[src/rtl/mod_counter_cascade_pkg.sv]
// Shared definitions for the cascaded modulo counter: parameter limits,
// the per-digit width function and the count-direction type.
package mod_counter_cascade_pkg;

  // Supported parameter ranges for the counter.
  localparam int unsigned DIGITS_MIN = 1;
  localparam int unsigned DIGITS_MAX = 8;
  localparam int unsigned MOD_MIN    = 2;
  localparam int unsigned MOD_MAX    = 16;

  // Count direction as carried on the up input.
  typedef enum logic {
    DIR_DOWN = 1'b0,
    DIR_UP   = 1'b1
  } dir_e;

  // Bits needed to hold values 0..modulus-1; never less than one bit.
  function automatic int unsigned digit_width(input int unsigned modulus);
    if (modulus <= 2) begin
      return 1;
    end
    return $clog2(modulus);
  endfunction

endpackage

[src/rtl/mod_counter_cascade_digit.sv]
// Single modulo-MOD counter digit. Priority inside the digit is
// clear > load > step > hold. The terminal flag reports the value at which
// the next step in the current direction wraps, and range_err flags a load
// value that does not fit the modulus.
module mod_digit
  import mod_counter_cascade_pkg::*;
#(
  parameter int unsigned MOD = 10,
  parameter int unsigned W   = digit_width(MOD)
) (
  input  logic         clk,
  input  logic         rst_n,
  input  logic         clr_i,
  input  logic         load_i,
  input  logic [W-1:0] din_i,
  input  logic         step_i,
  input  logic         up_i,
  output logic [W-1:0] value_o,
  output logic         terminal_o,
  output logic         range_err_o
);

  // Largest legal digit value, and the modulus widened by one bit so that a
  // power-of-two modulus still compares correctly against a W-bit load value.
  localparam logic [W-1:0] MAX_V = W'(MOD - 1);
  localparam logic [W:0]   MOD_V = (W + 1)'(MOD);

  logic [W-1:0] value_q;
  logic [W-1:0] value_d;
  dir_e         dir;

  assign dir         = dir_e'(up_i);
  assign terminal_o  = (dir == DIR_UP) ? (value_q == MAX_V) : (value_q == '0);
  assign range_err_o = ({1'b0, din_i} >= MOD_V);
  assign value_o     = value_q;

  // Next digit value: clear, sanitised load, wrapping step, or hold.
  always_comb begin
    value_d = value_q;
    if (clr_i) begin
      value_d = '0;
    end else if (load_i) begin
      value_d = range_err_o ? '0 : din_i;
    end else if (step_i) begin
      if (dir == DIR_UP) begin
        value_d = (value_q == MAX_V) ? '0 : value_q + 1'b1;
      end else begin
        value_d = (value_q == '0) ? MAX_V : value_q - 1'b1;
      end
    end
  end

  // Digit state register, cleared asynchronously by reset.
  always_ff @(posedge clk or negedge rst_n) begin
    if (!rst_n) begin
      value_q <= '0;
    end else begin
      value_q <= value_d;
    end
  end

endmodule

[src/rtl/mod_counter_cascade.sv]
// Cascaded modulo counter: DIGITS digits of modulus MOD with a combinational
// carry chain, so every digit updates on the same edge. rco is the
// 74x160-style ripple carry, gated by ent, for chaining instances.
module mod_counter_cascade
  import mod_counter_cascade_pkg::*;
#(
  parameter  int unsigned DIGITS = 2,
  parameter  int unsigned MOD    = 10,
  localparam int unsigned W      = digit_width(MOD)
) (
  input  logic                clk,
  input  logic                rst_n,
  input  logic                clr,
  input  logic                load,
  input  logic [DIGITS*W-1:0] din,
  input  logic                enp,
  input  logic                ent,
  input  logic                up,
  output logic [DIGITS*W-1:0] q,
  output logic                rco,
  output logic                err
);

  // chain[k] is high when every digit below k is terminal; chain[DIGITS]
  // covers the whole counter.
  logic [DIGITS:0]   chain;
  logic [DIGITS-1:0] term;
  logic [DIGITS-1:0] range_err;
  logic              count_en;
  logic              err_q;
  logic              err_d;

  assign count_en = enp & ent & ~clr & ~load;
  assign chain[0] = 1'b1;

  for (genvar k = 0; k < DIGITS; k++) begin : g_digit
    assign chain[k+1] = chain[k] & term[k];

    mod_digit #(
      .MOD (MOD),
      .W   (W)
    ) u_digit (
      .clk         (clk),
      .rst_n       (rst_n),
      .clr_i       (clr),
      .load_i      (load),
      .din_i       (din[k*W +: W]),
      .step_i      (count_en & chain[k]),
      .up_i        (up),
      .value_o     (q[k*W +: W]),
      .terminal_o  (term[k]),
      .range_err_o (range_err[k])
    );
  end

  assign rco = ent & chain[DIGITS];
  assign err = err_q;

  // A load that is not overridden by clear flags any out-of-range digit.
  always_comb begin
    err_d = 1'b0;
    if (!clr && load) begin
      err_d = |range_err;
    end
  end

  // Error flag register: one-cycle pulse following a bad load.
  always_ff @(posedge clk or negedge rst_n) begin
    if (!rst_n) begin
      err_q <= 1'b0;
    end else begin
      err_q <= err_d;
    end
  end

endmodule

[config.mk]
export PLATFORM = sky130hd
export DESIGN_NAME = mod_counter_cascade
export DESIGN_NICKNAME = d
export VERILOG_FILES = /design/src/rtl/mod_counter_cascade_pkg.sv /design/src/rtl/mod_counter_cascade_digit.sv /design/src/rtl/mod_counter_cascade.sv
export SDC_FILE = /design/constraint.sdc
export NUM_CORES = 1
export LEC_CHECK = 0
export BUFFER_PORTS_ARGS = -buffer_cell sky130_fd_sc_hd__buf_2
export CAP_MARGIN = 20
export CORE_MARGIN = 1
export CORE_UTILIZATION = 50
export DETAILED_ROUTE_END_ITERATION = 10
export GPL_TIMING_DRIVEN = 0
export PLACE_DENSITY_LB_ADDON = 0.3
export SLEW_MARGIN = 0
export SYNTH_ARGS = -nofsm -noshare
export SYNTH_HDL_FRONTEND = slang
export SYNTH_HIERARCHICAL = 1
export SYNTH_SLANG_ARGS = --single-unit
[constraint.sdc]
create_clock -name clk -period 2.3 [get_ports clk]
set_input_delay 0.23 -clock clk [delete_from_list [all_inputs] [get_ports clk]]
set_output_delay 0.23 -clock clk [all_outputs]
set_load 0.005 [all_outputs]
==> flow_metrics.py, run 1 <==
metrics = {
    "grt": {
        "track_usage_pct": 25.3,
        "grt_pass1_wl_um": 3670,
        "overflow": 0,
        "grt_max_degree": 11,
        "grt_pass1_vias": 831,
        "antenna_found_initial": 0,
    },
    "timing": {
        "tightest_slew_ns": 0.408,
        "holdWs_ns": 0.244,
        "min_period_over_period_pct": 94.3,
        "report.final.hold_viol_count": 0,
        "fin_ws_ns": 0.131,
        "slew_headroom_pct": 72.8,
        "setup_tns_ns": 0,
        "clock_skew_ns": 0.000716,
        "final.min_clock_period_ns": 2.17,
        "setup-violations-final": 0,
        "report.final.slew_viol_count": 0,
        "max_freq_mhz": 461,
    },
    "route": {
        "vias_per_cell": 5.95,
        "wire_per_inst_um": 14.3,
        "ant_nets": 0,
        "finalWirelength_um": 2160,
        "drt_iter0_markers": 21,
        "num_vias": 898,
        "drcViolationCount": 0,
        "drtPass1Iterations": 6,
    },
    "synthesis": {
        "netlist_area_um2": 877,
        "syn_area_per_cell_um2": 8.35,
        "synth_cells": 105,
        "yosysSeqAreaShare_pct": 25.7,
        "yosys_most_used_dff": "dfrtp_1",
        "synth_edf_count": 0,
        "yosysWarnings": 6,
        "yosysTopAreaCell": "dfrtp_1",
        "synthArstFlopShare_pct": 100,
        "synth_fp_nets": 120,
        "netlist.area_leader.share_pct": 25.7,
        "yosys-top-cells-area": "dfrtp_1 (26%), buf_6 (5.1%), nor2b_1 (5.0%), a21oi_1 (4.6%), xnor2_1 (4.0%)",
        "synth_most_common_cell": "dfrtp_1",
        "synth_cell_types": 46,
        "ys_seq_elements": 9,
        "synth_common_cells": "dfrtp_1 (9), a21oi_1 (8), inv_1 (7), nor2b_1 (7), nand2_1 (6)",
    },
    "floorplanning": {
        "core.rowCount": 14,
        "dieArea_um2": 1930,
        "pin_count": 25,
        "initial_core_util_pct": 55.6,
        "core_um2": 1580,
        "die-height_um": 43.9,
        "die_width_um": 43.9,
    },
    "clock_network": {
        "htree_levels": 1,
        "cts.sink_count": 9,
        "root_buffer": "clkbuf_4",
        "clk_latency_ns": 0.26,
        "cts_tree": "done",
        "clk_pin_slew_ns": 0.07,
        "clockBufferDepth": 2,
        "cts_buffers": 3,
    },
    "placement": {
        "port_buffers": 24,
        "dpl.cell_count": 145,
        "place_ws_ns": 0.0232,
        "gp_congestion": 0.844,
        "place_hpwl_um": 1530,
        "dpl-instance-area_um2": 1020,
    },
    "hold_path": {
        "min_path_type": "primary input to flip-flop",
    },
    "critical_path": {
        "crit_slowest_cell": "dfrtp_2",
        "crit_family": "compound AO/OA/AOI/OAI gates",
        "worst_ep_required_time_ns": 2.47,
        "crit_buf_inv": 3,
        "crit_fanout": 10,
        "end_kind": "flip-flop",
        "cp_data_arrival_time_ns": 2.34,
        "crit_chain": "buf_6, or3_1, a211oi_2, and2_1, clkbuf_4, inv_1, a211o_1, a311oi_2",
        "startpoint_type": "flip-flop",
        "critPathKind": "flip-flop to flip-flop",
        "critPathMaxStageDelay_ns": 0.44,
    },
    "cells_and_area": {
        "final_area_um2": 1080,
        "antennaDiodeCount": 0,
        "drive_gt1_share_pct": 31.9,
        "syn_to_final_growth_pct": 23.0,
        "final_util_pct": 68.4,
        "final_nets": 151,
        "fin_cells": 151,
    },
    "flow_run": {
        "maxCapViolCount": 0,
    },
    "pwr": {
        "report.power.total_mw": 0.439,
        "power.leakage_nw": 0.500,
        "ir_drop_v": 0.000302,
        "power.density_nw_per_um2": 407,
    },
    "run_status": {
        "status": "complete, no violations",
    },
}
==> final cells by class <==
cell class,instances,area [um2]
tap,16,20.0
sequential,9,226
inverter,7,26.3
timing repair buffer,26,138
fill,142,498
multi-input combinational,80,569
buffer,9,72.6
clock buffer,4,26.3
==> cell usage in the layout, fill, tap and decap left out, types with 2 or more instances in the layout <==
cell type  instances
a211o_1            2
a211oi_1           4
a21oi_1            8
a221oi_1           2
buf_2             25
buf_4              2
buf_6              4
clkbuf_1           3
clkbuf_4           4
dfrtp_1            8
inv_1              7
nand2_1            6
nand2b_1           2
nand3_1            5
nor2_1             4
nor2b_1            7
o21ai_0            2
o21bai_1           2
o22ai_1            3
o31ai_1            2
or3_1              2
xnor2_1            4
==> power by group <==
group	leakage (nW)	internal (mW)	switching (mW)
Combinational	0.367	0.0637	0.0684
Clock	0.0150	0.0671	0.0611
Sequential	0.119	0.167	0.0122
==> path summary, 6_finish.rpt <==
check / to / start / slack (ns) / depth (start not counted)
worst max-delay path: g_digit[1].u_digit/value_o[3] / g_digit[0].u_digit/value_o[0] / 0.13 / 8
min in group asynchronous: g_digit[1].u_digit/value_o[1] / rst_n / 0.35 / 2
max in group asynchronous: g_digit[0].u_digit/value_o[0] / rst_n / 1.75 / 2
worst min-delay path: g_digit[0].u_digit/value_o[1] / din[1] / 0.24 / 3
worst max register to register: g_digit[1].u_digit/value_o[3] / g_digit[0].u_digit/value_o[0] / 0.13 / 8
worst min register to register: g_digit[1].u_digit/value_o[2] / g_digit[1].u_digit/value_o[2] / 0.73 / 2
==> cell families after synthesis <==
logic type                after synthesis  synth area share, %
DFF                                     9                 25.7
and+or+nand+nor                        37                 26.2
xor gates and xnor gates                5                 4.99
AOI/OAI and AO/OA                      37                 31.0
muxes                                   1                 1.14
buffers and inverters                  16                 11.0
==> state kept, by name, indices dropped and copies added, names as in the netlist <==
register,cells
err,1
g_digit.u_digit/value_o,8
==> metal layers <==
| layer | part of all wire, % | global-route usage (%) | wire, um |
|---|---|---|---|
| met1 | 51 | 38.8 | 1100 |
| met2 | 45 | 37.6 | 979 |
| met3 | 4.1 | 2.50 | 88 |
| met4 | 0 | 7.27 | 0 |
| met5 | 0 | 0 | 0 |
==> worst min-delay path, cell delays in order <==
cell and delay, ns:
buf_2 0.10, nand3b_1 0.07, a21oi_1 0.06
==> repair_timing <==
| action | in CTS | in global routing |
|---|---|---|
| buffers inserted | 0 | 1 |
| gates resized for setup | 1 | 5 |
| setup endpoints to repair | 1 | 1 |
| pin swaps | 0 | 1 |
| hold endpoints to repair | 9 | 0 |
| hold buffers | 1 | 0 |
No activity file was read; power rests on OpenSTA's default activity.
==> run 2: changes to the inputs <==
Settings changed: PLACE_DENSITY_LB_ADDON 0.3 to 0.25.
==> flow_metrics.py, run 2 (synthesized netlist as in run 1, its figures left out) <==
metrics = {
    "clock_network": {
        "clockBufferDepth": 2,
        "clk_latency_ns": 0.27,
        "cts.sink_count": 9,
        "root_buffer": "clkbuf_4",
        "cts_buffers": 3,
        "clk_pin_slew_ns": 0.06,
        "htree_levels": 1,
        "cts_tree": "done",
    },
    "grt": {
        "track_usage_pct": 24.7,
        "grt_pass1_vias": 806,
        "grt_max_degree": 11,
        "grt_pass1_wl_um": 3510,
        "overflow": 0,
        "antenna_found_initial": 0,
    },
    "critical_path": {
        "rrSetupSlack_ns": 0.15,
        "crit_fanout": 10,
        "setup.worst_path.end": "g_digit[1].u_digit/value_o[3]",
        "critPathKind": "flip-flop to flip-flop",
        "startpoint_type": "flip-flop",
        "crit_chain": "buf_6, or3_1, a211oi_2, and2_1, clkbuf_4, inv_1, a211o_1, a311oi_1",
        "rr_startpoint": "g_digit[0].u_digit/value_o[0]",
        "end_kind": "flip-flop",
        "r2r_end": "g_digit[1].u_digit/value_o[3]",
        "cp_data_arrival_time_ns": 2.32,
        "crit_start": "g_digit[0].u_digit/value_o[0]",
        "crit_slowest_cell": "dfrtp_2",
        "worst_ep_required_time_ns": 2.47,
        "critPathMaxStageDelay_ns": 0.44,
        "rr_worst_depth": 8,
    },
    "floorplanning": {
        "pin_count": 25,
        "core_um2": 1580,
        "die-height_um": 43.9,
        "initial_core_util_pct": 55.6,
        "dieArea_um2": 1930,
        "die_width_um": 43.9,
        "core.rowCount": 14,
    },
    "route": {
        "drtPass1Iterations": 7,
        "wire_per_inst_um": 13.2,
        "drcViolationCount": 0,
        "num_vias": 909,
        "ant_nets": 0,
        "finalWirelength_um": 2000,
        "drt_iter0_markers": 32,
        "vias_per_cell": 6.02,
    },
    "timing": {
        "rsz0062_at_grt": "false",
        "clock_skew_ns": 0.00109,
        "max_freq_mhz": 466,
        "report.final.hold_viol_count": 0,
        "report.final.slew_viol_count": 0,
        "slew_headroom_pct": 74.1,
        "final.min_clock_period_ns": 2.15,
        "tightest_slew_ns": 0.388,
        "holdWs_ns": 0.248,
        "min_period_over_period_pct": 93.4,
        "setup-violations-final": 0,
    },
    "pwr": {
        "power_switching_mw": 0.136,
        "seqPwrFrac_pct": 41.4,
        "power.leakage_nw": 0.499,
        "comb_power_share_pct": 29.8,
        "clkPwrFrac_pct": 28.7,
        "switching_share_pct": 31.3,
        "report.power.total_mw": 0.433,
        "ir_drop_v": 0.000295,
        "power.density_nw_per_um2": 404,
        "power.internal_mw": 0.297,
    },
    "cells_and_area": {
        "drive_gt1_share_pct": 31.1,
        "layout_commonest_cell": "buf_2",
        "syn_to_final_growth_pct": 22.3,
        "final_util_pct": 68.0,
        "layout_common_cells": "buf_2 (25), dfrtp_1 (8), a21oi_1 (8)",
        "final_nets": 151,
        "final_area_um2": 1070,
        "antennaDiodeCount": 0,
        "largest_reg_flops": 8,
    },
    "hold_path": {
        "min_path_type": "primary input to flip-flop",
    },
    "placement": {
        "dpl-instance-area_um2": 1020,
        "port_buffers": 24,
        "gp_congestion": 0.808,
        "place_hpwl_um": 1410,
    },
    "run_status": {
        "status": "complete, no violations",
    },
    "flow_run": {
        "maxCapViolCount": 0,
    },
}
## run 2: repair_timing
action	4_1_cts	5_1_grt
hold buffers	1	0
pin swaps	0	1
setup buffers	0	1
endpoints found under the hold margin	9	0
resized for setup	1	4
endpoints found under the setup margin	1	2
## run 2: routing by layer
| metal | vias up | GRT usage (%) | share of wire, % |
|---|---|---|---|
| li1 | 453 | - | - |
| met1 | 413 | 35.8 | 50 |
| met2 | 39 | 34.6 | 43 |
| met3 | 4 | 7.92 | 6.4 |
| met4 | 0 | 8.48 | 1.1 |
| met5 | - | 0 | 0 |
## run 2: area by class of cell
class                      count  area, um2
multi-input combinational     80        563
fill                         127        504
sequential                     9        226
timing repair buffer          26        138
buffer                         9       72.6
clock buffer                   4       26.3
inverter                       7       26.3
tap                           16       20.0
## run 2: worst min path at each step
stage	to	start	depth (start not counted)	slack (ns)
after floorplan	err	rst_n	0	-0.07
after detailed placement	g_digit[0].u_digit/value_o[1]	rst_n	1	0.09
after global placement	g_digit[0].u_digit/value_o[1]	rst_n	1	0.09
final	g_digit[0].u_digit/value_o[1]	din[1]	3	0.25
after global routing	g_digit[0].u_digit/value_o[1]	din[1]	3	0.28
after CTS	g_digit[0].u_digit/value_o[1]	din[1]	3	0.24
## run 2: power groups by stage
stage	Clock (mW)	Sequential [mW]	Combinational, mW
2_1_floorplan	0	0.181	0.0804
3_3_place_gp	0	0.181	0.121
3_5_place_dp	0	0.182	0.123
4_1_cts	0.129	0.179	0.125
5_1_grt	0.139	0.181	0.144
6_report	0.124	0.179	0.129
## run 2: critical path, delay by kind of cell, from the launching register on
family	cells	cell delay, ns
AOI/OAI and AO/OA	3	0.67
buffers and inverters	3	0.41
DFF	1	0.44
and+or+nand+nor	2	0.53
## run 2: per-stage QoR
step / setup TNS, ns / setup WS (ns) / instances
after floorplan: 0 / 0.221 / 105
after global placement: 0 / 0.0526 / 145
final: 0 / 0.153 / 151
after global routing: 0 / 0.0274 / 151
after CTS: 0 / 0.0453 / 150
after detailed placement: -0.00634 / -0.00634 / 145
